## src/rtl/uart_transmitter.sv

```systemverilog
// uart_transmitter: 8N1 LSB-first UART transmitter fed by a small byte FIFO.
// Bit period is latched per frame from clks_per_bit_i at pop time.
module uart_transmitter #(
    parameter int DEPTH = 4,
    parameter int LW    = $clog2(DEPTH + 1)
) (
    input  logic          clk_i,
    input  logic          rst_i,
    input  logic [15:0]   clks_per_bit_i,
    input  logic          tx_valid_i,
    input  logic [7:0]    tx_byte_i,
    output logic          tx_ready_o,
    output logic          tx_serial_o,
    output logic          tx_active_o,
    output logic          tx_done_o,
    output logic [LW-1:0] fifo_level_o
);
    localparam int AW = $clog2(DEPTH);
    typedef enum logic [1:0] {IDLE, START, DATA, STOP} state_t;
    state_t        r_state, w_state_next;
    logic [7:0]    r_mem [DEPTH];
    logic [AW-1:0] r_wr_ptr, r_rd_ptr;
    logic [LW-1:0] r_level;
    logic [7:0]    r_shift, w_shift_next;
    logic [15:0]   r_cpb, w_cpb_next, r_cnt, w_cnt_next;
    logic [2:0]    r_bit, w_bit_next;
    logic          r_serial, r_done, w_serial_next;
    logic          w_push, w_pop, w_last, w_empty;

    assign w_empty      = r_level == '0;
    assign tx_ready_o   = r_level != LW'(DEPTH);
    assign w_push       = tx_valid_i && tx_ready_o;
    assign w_last       = r_cnt == r_cpb - 16'd1;
    assign tx_serial_o  = r_serial;
    assign tx_active_o  = r_state != IDLE;
    assign tx_done_o    = r_done;
    assign fifo_level_o = r_level;

    always_comb begin
        w_state_next = r_state;
        w_shift_next = r_shift;
        w_cpb_next   = r_cpb;
        w_bit_next   = r_bit;
        w_cnt_next   = (r_state == IDLE) ? 16'd0 : r_cnt + 16'd1;
        case (r_state)
            IDLE:  ;
            START: if (w_last) begin
                w_state_next = DATA;
                w_cnt_next   = '0;
                w_bit_next   = '0;
            end
            DATA:  if (w_last) begin
                w_cnt_next   = '0;
                w_shift_next = r_shift >> 1;
                w_bit_next   = r_bit + 3'd1;
                w_state_next = (r_bit == 3'd7) ? STOP : DATA;
            end
            STOP:  if (w_last) begin
                w_cnt_next   = '0;
                w_state_next = IDLE;
            end
        endcase
        // Popping from STOP chains frames with no idle gap.
        w_pop = !w_empty && (r_state == IDLE || (r_state == STOP && w_last));
        if (w_pop) begin
            w_shift_next = r_mem[r_rd_ptr];
            w_cpb_next   = (clks_per_bit_i == 16'd0) ? 16'd1 : clks_per_bit_i;
            w_cnt_next   = '0;
            w_state_next = START;
        end
        // The line register follows the upcoming state so it lines up with it.
        w_serial_next = (w_state_next == START) ? 1'b0 :
                        (w_state_next == DATA)  ? w_shift_next[0] : 1'b1;
    end

    always_ff @(posedge clk_i) begin
        if (rst_i) begin
            r_state  <= IDLE;
            r_wr_ptr <= '0;
            r_rd_ptr <= '0;
            r_level  <= '0;
            r_shift  <= '0;
            r_cpb    <= 16'd1;
            r_cnt    <= '0;
            r_bit    <= '0;
            r_serial <= 1'b1;
            r_done   <= 1'b0;
        end else begin
            r_state  <= w_state_next;
            r_wr_ptr <= r_wr_ptr + AW'(w_push);
            r_rd_ptr <= r_rd_ptr + AW'(w_pop);
            r_level  <= r_level + LW'(w_push) - LW'(w_pop);
            r_shift  <= w_shift_next;
            r_cpb    <= w_cpb_next;
            r_cnt    <= w_cnt_next;
            r_bit    <= w_bit_next;
            r_serial <= w_serial_next;
            r_done   <= r_state == STOP && w_last;
        end
    end

    always_ff @(posedge clk_i) begin
        if (w_push) r_mem[r_wr_ptr] <= tx_byte_i;
    end
endmodule

```

## config.mk

```make
export PLATFORM = sky130hd
export DESIGN_NAME = uart_transmitter
export DESIGN_NICKNAME = d
export VERILOG_FILES = /design/src/rtl/uart_transmitter.sv
export SDC_FILE = /design/constraint.sdc
export NUM_CORES = 1
export LEC_CHECK = 0
export ABC_AREA = 1
export ABC_CLOCK_PERIOD_IN_PS = 5400
export CAP_MARGIN = 10
export CORE_ASPECT_RATIO = 0.8
export CORE_UTILIZATION = 45
export DETAILED_ROUTE_END_ITERATION = 6
export SETUP_SLACK_MARGIN = 0.4
export SYNTH_ARGS = -nofsm -noshare
export SYNTH_HDL_FRONTEND = slang
export SYNTH_SLANG_ARGS = --single-unit
export TNS_END_PERCENT = 1
```

## constraint.sdc

```tcl
create_clock -name clk_i -period 5.4 [get_ports clk_i]
set_input_delay 1.08 -clock clk_i [delete_from_list [all_inputs] [get_ports clk_i]]
set_output_delay 1.08 -clock clk_i [all_outputs]
set_load 0.01 [all_outputs]
```

# ---- After elaboration in Yosys (flattened, before gate mapping)
# Memories as Yosys holds them, arrays and structs flattened. A register that Yosys moved wholly into a read port is not among the register bits.
# Index checks and enable logic that the tools add are counted.
dict set report word_totals {
  word_cells 66
  output_inout_bits 7
  in_bits 27
  memories 1
  ff_bits 54
  ram_bits 32
}
dict set report classes {
  n_reduce_logical 16
  eq_ne 10
  mux 21
  n_addsub 7
}
# name depth word_bits read_ports rd_ports_with_merged_regs write_ports line
set memory_table {}
lappend memory_table {r_mem 4 8 1 1 1 21} ;# logic [7:0] r_mem [DEPTH];
# operator count
set ops {}
lappend ops {{$mux W16} 4}
lappend ops {{$mux W8} 3}
lappend ops {{$add A16 B1 Y16 const B} 1}
lappend ops {{$eq A16 B16 Y1} 1}
lappend ops {{$logic_not A16 Y1} 1}
lappend ops {{$sub A16 B1 Y16 const B} 1}
lappend ops {{$mux W2} 5}
lappend ops {{$reduce_bool A2 Y1} 4}
lappend ops {{$eq A2 B2 Y1 const B} 3}
lappend ops {{$mux W3} 2}
lappend ops {{$pmux W2 S3} 1}
lappend ops {{$pmux W3 S2} 1}
lappend ops {{$mux W1} 5}
lappend ops {{$add A2 B1 Y2} 2}
lappend ops {{$eq A2 B1 Y1 const B} 2}
lappend ops {{$ne A2 B2 Y1 const B} 2}
lappend ops {{$add A3 B1 Y3} 1}
lappend ops {{$add A3 B1 Y3 const B} 1}
lappend ops {{$eq A3 B3 Y1 const B} 1}
lappend ops {{$logic_and A1 B1 Y1} 3}
lappend ops {{$logic_not A3 Y1} 1}
lappend ops {{$ne A3 B3 Y1 const B} 1}
lappend ops {{$reduce_and A3 Y1} 1}
lappend ops {{$reduce_or A3 Y1} 1}
lappend ops {{6 further kinds} 6}

# ---- Logic depth before layout (Yosys ltp)
# Gate-level depths: netlist of run 1.
dict set report depth {
  ltp_word 9
  ltp_mapped 19
  mapped_depth_nobuf 19
}

# ---- Worst setup path after synthesis of run 1
# No wires, ideal clock.
dict set report synth_path {
  kind {reg2reg}
  startpoint {reg r_cpb[0]}
  endpoint {reg r_level[1] (netlist: fifo_level_o[1])}
  path_stages_with_launch 17
  setup_time_ns 0.128
  period_less_slack_ns 2.745
  t_arrival_ns 2.618
  n_path_buf 0
  path_slack_ns 2.655
  required_ns 5.272
  path_cell_list {dfxtp_1 -> inv_2 -> ha_1 -> or2_1 -> nand3_2 -> nand2_2 -> nor2_2 -> nand3_1 -> nor2_2 -> nand3_4 -> a21oi_4 -> ha_1 -> inv_1 -> ha_1 -> fa_1 -> inv_1 -> nor2_1}
}
dict set report synth_via {
  elab_chain_cells 6
}
# element line
set synth_rtl {}
lappend synth_rtl {{start, declared} 25} ;# logic [15:0] r_cpb, w_cpb_next, r_cnt, w_cnt_next;
lappend synth_rtl {{start signal, assigned} 94} ;# r_cpb <= w_cpb_next;
lappend synth_rtl {{$sub A16 B1 Y16} 33} ;# assign w_last = r_cnt == r_cpb - 16'd1;
lappend synth_rtl {{$eq A16 B16 Y1} 33}
lappend synth_rtl {{$logic_and A1 B1 Y1} 64} ;# w_pop = !w_empty && (r_state == IDLE || (r_state == STOP && w_last));
lappend synth_rtl {{$logic_or A1 B1 Y1} 64}
lappend synth_rtl {{$logic_and A1 B1 Y1} 64}
lappend synth_rtl {{$sub A3 B1 Y3} 92} ;# r_level <= r_level + LW'(w_push) - LW'(w_pop);
lappend synth_rtl {{end signal, assigned} 92}
lappend synth_rtl {{end, declared} 23} ;# logic [LW-1:0] r_level;
# No other way between the ends.
# A chain may end at the register's enable or synchronous reset.

# ---- Worst setup path in the final report of run 1
# Ends and elaborated chain as after synthesis.

==> results.toml, run 1 <==
[yosys]
syn_nets = 605
post_synth_most_frequent_cells = "sky130_fd_sc_hd__nand2_1, sky130_fd_sc_hd__inv_1, sky130_fd_sc_hd__nor2_1"
syn-instance-count = 569
synth-edff-count = 32
synth.distinct_cells = 40
number_of_register_bits_inferred_by_synthesis = 86
synthArstFlopShare_pct = 0
seq_area_frac_synth_pct = 44.9
netlist_area_mm2 = 0.00454
synthMostInstantiatedCell = "sky130_fd_sc_hd__nand2_1"
synth.largest_area_cell = "sky130_fd_sc_hd__dfxtp_1"
ys_top_cells_by_area = "sky130_fd_sc_hd__dfxtp_1, sky130_fd_sc_hd__edfxtp_1, sky130_fd_sc_hd__nand2_1"
synth.avg_cell_area_um2 = 7.98
yosysWarningCount = 0
yosys_most_used_dff = "sky130_fd_sc_hd__dfxtp_1"
share_of_yosys_cell_area_claimed_by_the_top_area_cell_type_pct = 23.8

[sta]
timing.max_slew.rel_slack_pct = 54.8
timing.final.max_slew_violations = 0
min_period_ns = 3.11
setup_violations = 0
worst_pin_slew_ns = 0.677
timing.final.crit_share_pct = 57.7
grt_setup_unrepaired = "no"
clock-skew-final_ns = 0.00776
achievable-frequency_mhz = 321
setup_tns_ns = 0
report.final.hold_viol_count = 0

[setup_path]
crit_type = "flop to flop"
cp.required_ns = 5.60
critical_path_peak_fanout = 10
setup.worst_path.start_class = "flop"
endpoint_kind = "flop"
arrival_time_reported_for_the_critical_path_endpoint_ns = 3.32
worst_r2r_path_depth = 16

[floorplan]
die_x_extent_um = 114
floorplan.die.height_um = 91.9
design.die.area_mm2 = 0.0105
num_rows = 32
starting_density_pct = 46.7
pin_count = 34
placeableCoreArea_mm2 = 0.00973

[cells_and_area]
finalCoreUtilization_pct = 54.4
antenna_cells_inserted = 0
flow.area_growth_from_synthesis_pct = 16.6
final.fill_count = 932
fraction_of_final_layout_cells_sized_beyond_drive_strength_1_pct = 11.3
num-nets-final = 643

[pwr]
power_density_mw_per_mm2 = 534
power_leakage_nw = 2.21
vdd_drop_max_v = 0.000284

[drt]
route.vias.total = 3646
dr_wl_cell_um = 13.4
via_per_inst = 4.87
drcViolationCount = 0
dr.first_iter.drc_count = 218
first_pass_iters = 5
drt-total-wl_mm = 10.0
detail_route_antenna_nets = 0

[clock_tree]
worst_case_clock_buffer_depth = 2
clk_pin_slew_ns = 0.07
clk_latency_ns = 0.34
cts_buffers = 9
cts_setup_buffers = 0
post_cts_resize_count = 0
cts_tree = "yes"
htree_num_levels = 3
tritoncts_num_sinks = 86
cts_root_buffer = "sky130_fd_sc_hd__clkbuf_16"
holdBufCountCts = 0

[job]
maxCapViolations = 0

[min_path]
hold_path_depth = 2
timing.hold.worst.class = "flop to flop"

[place]
finalWeightedCongestion = 0.847
portBuffers = 33
dpl.hpwl_mm = 7.50

[grt]
globalRouteOverflowTotal = 0
antenna_found_initial = 0
grt_usage_pct = 20.8
grt_start_max_net_pins = 19
grt_pass1_vias = 3385
global_route_wire_length_before_repair_mm = 16.7

[status]
status = "completed"
==> through the flow <==
stage / instance area [um^2] / setup slack [ns] / power [W] / cells / hold WS (ns)
floorplan: 4540 / 2.65 / 0.00195 / 569 / 0.429
global placement: 5010 / 2.17 / 0.00222 / 732 / 0.451
detailed placement: 5010 / 2.11 / 0.00224 / 732 / 0.461
CTS: 5300 / 2.26 / 0.00284 / 748 / 0.471
global route: 5300 / 2.04 / 0.00306 / 748 / 0.501
finish: 5300 / 2.29 / 0.00283 / 748 / 0.468
==> layer usage <==
metal  up-vias  wire length (um)  track usage, %
li1       1913                 -               -
met1      1654              5380            30.9
met5         -                 0               0
met4         0                57            6.06
met2        74              4100            29.8
met3         5               476            4.56
==> path summary, 6_finish.rpt <==
path | start | end | slack, ns
worst max register to register | r_cpb[0]$_SDFFE_PP1N_ | fifo_level_o[1]$_SDFF_PP0_ | 2.29
worst max-delay path | r_cpb[0]$_SDFFE_PP1N_ | fifo_level_o[1]$_SDFF_PP0_ | 2.29
worst min register to register | r_bit[2]$_SDFFE_PP0P_ | r_bit[2]$_SDFFE_PP0P_ | 0.47
worst min-delay path | r_bit[2]$_SDFFE_PP0P_ | r_bit[2]$_SDFFE_PP0P_ | 0.47
==> layout by cell type (no fill, tap or decap), types with 2 or more instances in the layout <==
cell,synthesis,final
sky130_fd_sc_hd__nand4_1,9,9
sky130_fd_sc_hd__xnor2_1,9,9
sky130_fd_sc_hd__nor3_1,12,12
sky130_fd_sc_hd__inv_2,4,4
sky130_fd_sc_hd__clkdlybuf4s50_1,0,33
sky130_fd_sc_hd__dfxtp_1,54,54
sky130_fd_sc_hd__nand2_4,2,2
sky130_fd_sc_hd__inv_1,70,70
sky130_fd_sc_hd__buf_4,0,4
sky130_fd_sc_hd__clkbuf_16,0,9
sky130_fd_sc_hd__ha_1,8,8
sky130_fd_sc_hd__nand2_1,146,146
sky130_fd_sc_hd__nand3_2,3,3
sky130_fd_sc_hd__nor4_1,2,2
sky130_fd_sc_hd__a21oi_1,11,11
sky130_fd_sc_hd__o21ai_1,14,14
sky130_fd_sc_hd__nand2_8,2,2
sky130_fd_sc_hd__xor2_1,12,12
sky130_fd_sc_hd__nand3b_1,5,5
sky130_fd_sc_hd__o21ai_0,16,16
sky130_fd_sc_hd__nor2_1,63,63
sky130_fd_sc_hd__nand2_2,6,6
sky130_fd_sc_hd__inv_6,1,2
sky130_fd_sc_hd__nand3_1,35,35
sky130_fd_sc_hd__clkinvlp_4,0,3
sky130_fd_sc_hd__nor2_4,14,14
sky130_fd_sc_hd__a31o_2,6,6
sky130_fd_sc_hd__o22ai_1,6,6
sky130_fd_sc_hd__edfxtp_1,32,32
sky130_fd_sc_hd__nor2_2,7,7
==> report_power, final <==
part / total [W] / internal (W) / leakage (nW) / switching, W
combinational: 0.00130 / 0.000465 / 1.35 / 0.000838
sequential: 0.000931 / 0.000807 / 0.734 / 0.000124
clock: 0.000590 / 0.000326 / 0.131 / 0.000264
==> cells by family (layout without fill, tap and decap cells) <==
kind of cell             count (synthesis)  after routing  share of synthesized area (%)
AO/OA/AOI/OAI                           55             55                           7.02
XOR/XNOR                                21             21                           4.05
adder cells (fa/ha/maj)                  9              9                           2.64
buffers and inverters                   85            128                           7.68
flip-flops                              86             86                           44.9
AND/OR/NAND/NOR                        313            313                           33.7
==> sequential cells by signal, summed over array words and instances (netlist names) <==
signal / flops
tx_done_o: 1
r_bit: 3
r_rd_ptr: 2
tx_serial_o: 1
r_state: 2
r_wr_ptr: 2
fifo_level_o: 3
r_cnt: 16
r_cpb: 16
r_shift: 8
r_mem: 32
==> critical path, stage by stage (launching register included) <==
cell	delay, ns
sky130_fd_sc_hd__dfxtp_1	0.38
sky130_fd_sc_hd__inv_2	0.08
sky130_fd_sc_hd__ha_1	0.26
sky130_fd_sc_hd__or2_1	0.27
sky130_fd_sc_hd__nand3_2	0.07
sky130_fd_sc_hd__nand2_2	0.06
sky130_fd_sc_hd__nor2_2	0.13
sky130_fd_sc_hd__nand3_1	0.11
sky130_fd_sc_hd__nor2_2	0.14
sky130_fd_sc_hd__nand3_4	0.13
sky130_fd_sc_hd__a21oi_4	0.36
sky130_fd_sc_hd__ha_1	0.30
sky130_fd_sc_hd__inv_1	0.05
sky130_fd_sc_hd__ha_1	0.15
sky130_fd_sc_hd__fa_1	0.40
sky130_fd_sc_hd__inv_1	0.06
sky130_fd_sc_hd__nor2_1	0.03
==> final cells by class <==
class                   instances  area, um^2  area share (%)
well taps                     136         170            3.21
clock buffers                  10         239            4.51
repair buffers                 37         360            6.81
multi-input cells             398        2150            40.6
clock inverters                 6        45.0           0.851
flip-flops and latches         86        2040            38.6
inverters                      75         287            5.41
Power figures use the tool's default switching activity.
==> inputs of run 2 (changes only) <==
- ABC_CLOCK_PERIOD_IN_PS: 5400 -> 2900
- clock period: 5.4 -> 2.9 ns (I/O delays scaled with it)
==> results.toml, run 2 (synthesized netlist as in run 1, its figures left out) <==
[drt]
detail_route_antenna_nets = 0
dr.first_iter.drc_count = 234
route.vias.total = 3758
dr_wl_cell_um = 13.6
drcViolationCount = 0
drt-total-wl_mm = 10.4
via_per_inst = 4.91
first_pass_iters = 5

[pwr]
power_density_mw_per_mm2 = 1050
sw_frac_of_total_pct = 42.0
power_leakage_nw = 2.32
vdd_drop_max_v = 0.000479
design_internal_power_w = 0.00334
share_seq_of_total_power_pct = 30.1
clock_power_share_pct = 19.9
power_frac_comb_pct = 50.0
net-switching-power_w = 0.00242

[setup_path]
cp.required_ns = 3.13
cp-startpoint = "r_cpb[0]$_SDFFE_PP1N_"
critical_path_peak_fanout = 5
r2r_slack_ns = 0.24
arrival_time_reported_for_the_critical_path_endpoint_ns = 2.88
crit-reg2reg-launch = "r_cpb[0]$_SDFFE_PP1N_"
worst_r2r_path_depth = 16
crit_type = "flop to flop"
endpoint_kind = "flop"
setup.worst_path.start_class = "flop"
r2r_end = "fifo_level_o[1]$_SDFF_PP0_"
setup.worst_path.end = "fifo_level_o[1]$_SDFF_PP0_"

[floorplan]
placeableCoreArea_mm2 = 0.00973
floorplan.die.height_um = 91.9
design.die.area_mm2 = 0.0105
pin_count = 34
die_x_extent_um = 114
num_rows = 32
starting_density_pct = 46.7

[cells_and_area]
flow.area_growth_from_synthesis_pct = 21.0
layout_commonest_cell = "sky130_fd_sc_hd__nand2_1"
final_cells = 765
largestRegisters = "r_mem (32), r_cnt (16), r_cpb (16)"
antenna_cells_inserted = 0
num-nets-final = 660
fraction_of_final_layout_cells_sized_beyond_drive_strength_1_pct = 15.1
layout.cells.most_common_list = "sky130_fd_sc_hd__nand2_1, sky130_fd_sc_hd__inv_1, sky130_fd_sc_hd__nor2_1"
largest-register = "r_mem"
finalCoreUtilization_pct = 56.5
final.fill_count = 924
largest_register_ff_count = 32

[sta]
setup_violations = 0
worst_pin_slew_ns = 0.533
clock-skew-final_ns = 0.00555
report.final.hold_viol_count = 0
fin_ws_ns = 0.241
min_period_ns = 2.66
achievable-frequency_mhz = 376
timing.max_slew.rel_slack_pct = 64.1
setup_tns_ns = 0
grt_setup_unrepaired = "yes"
timing.final.max_slew_violations = 0
timing.final.crit_share_pct = 91.7

[grt]
globalRouteOverflowTotal = 0
antenna_found_initial = 0
grt_pass1_vias = 3474
grt_start_max_net_pins = 19
grt_usage_pct = 21.3
global_route_wire_length_before_repair_mm = 17.0

[place]
pre_cts_slack_ns = 0.186
portBuffers = 33
dpl.hpwl_mm = 7.68
placedCellCount = 737
finalWeightedCongestion = 0.867

[clock_tree]
holdBufCountCts = 0
cts_buffers = 9
worst_case_clock_buffer_depth = 2
clk_pin_slew_ns = 0.06
tritoncts_num_sinks = 86
htree_num_levels = 3
cts_tree = "yes"
cts_root_buffer = "sky130_fd_sc_hd__clkbuf_16"
clk_latency_ns = 0.34

[min_path]
timing.hold.worst.class = "flop to flop"

[job]
maxCapViolations = 0

[status]
status = "completed"
run 2: worst max-delay path, cell delays in order, from the launching register on:
cell and delay (ns):
sky130_fd_sc_hd__dfxtp_4 0.36, sky130_fd_sc_hd__inv_4 0.05, sky130_fd_sc_hd__ha_4 0.17, sky130_fd_sc_hd__or2_1 0.23, sky130_fd_sc_hd__nand3_2 0.07, sky130_fd_sc_hd__nand2_2 0.06, sky130_fd_sc_hd__nor2_2 0.17, sky130_fd_sc_hd__nand3_2 0.12
sky130_fd_sc_hd__nor2_4 0.13, sky130_fd_sc_hd__nand3_4 0.10, sky130_fd_sc_hd__a21oi_4 0.14, sky130_fd_sc_hd__ha_1 0.24, sky130_fd_sc_hd__inv_1 0.06, sky130_fd_sc_hd__ha_1 0.15, sky130_fd_sc_hd__fa_1 0.40, sky130_fd_sc_hd__inv_1 0.06
sky130_fd_sc_hd__nor2_1 0.03
run 2: area by class of cell:
type / instances / area [um^2] / share of cell area [%]
Clock buffer: 10 / 229 / 4.17
Clock inverter: 6 / 68.8 / 1.25
Inverter: 75 / 289 / 5.26
Multi-Input combinational cell: 398 / 2200 / 40.1
Sequential cell: 86 / 2050 / 37.3
Tap cell: 136 / 170 / 3.10
Timing Repair Buffer: 54 / 488 / 8.88
run 2: metal layers:
| metal | GRT usage [%] | vias up | share of wire [%] | wire length [um] |
|---|---|---|---|---|
| met4 | 6.06 | 0 | 1.2 | 127 |
| met5 | 0 | - | 0 | 0 |
| met3 | 5.68 | 14 | 4.7 | 492 |
| met2 | 31.3 | 93 | 42 | 4340 |
| met1 | 30.7 | 1709 | 52 | 5440 |
| li1 | - | 1942 | - | - |
run 2: power by group through the flow:
| stage | logic, W | clock network (W) | registers [W] |
|---|---|---|---|
| floorplan | 0.00196 | 0 | 0.00169 |
| global placement | 0.00246 | 0 | 0.00173 |
| detailed placement | 0.00249 | 0 | 0.00174 |
| CTS | 0.00277 | 0.00118 | 0.00173 |
| global route | 0.00322 | 0.00123 | 0.00176 |
| finish | 0.00288 | 0.00115 | 0.00173 |
run 2: repair_timing:
item	4_1_cts	5_1_grt
pin swaps	9	3
buffers inserted	11	1
setup endpoints to repair	2	36
gates resized for setup	6	6
run 2: worst min-delay path by stage:
stage	start	endpoint	slack (ns)	cells after the start
after floorplan	r_bit[0]$_SDFFE_PP0P_	r_bit[0]$_SDFFE_PP0P_	0.43	1
after global placement	r_bit[0]$_SDFFE_PP0P_	r_bit[0]$_SDFFE_PP0P_	0.45	1
after detailed placement	r_bit[0]$_SDFFE_PP0P_	r_bit[0]$_SDFFE_PP0P_	0.46	1
after CTS	r_bit[0]$_SDFFE_PP0P_	r_bit[0]$_SDFFE_PP0P_	0.47	1
after global routing	r_cpb[15]$_SDFFE_PP0N_	r_cpb[15]$_SDFFE_PP0N_	0.49	2
final	r_bit[0]$_SDFFE_PP0P_	r_bit[0]$_SDFFE_PP0P_	0.46	1
run 2: per-stage QoR:
step / hold WS (ns) / area, um^2 / power [W]
2_1_floorplan: 0.429 / 4560 / 0.00365
5_1_grt: 0.492 / 5500 / 0.00622
3_5_place_dp: 0.461 / 5060 / 0.00423
4_1_cts: 0.469 / 5460 / 0.00568
6_report: 0.465 / 5500 / 0.00576
3_3_place_gp: 0.446 / 5060 / 0.00420
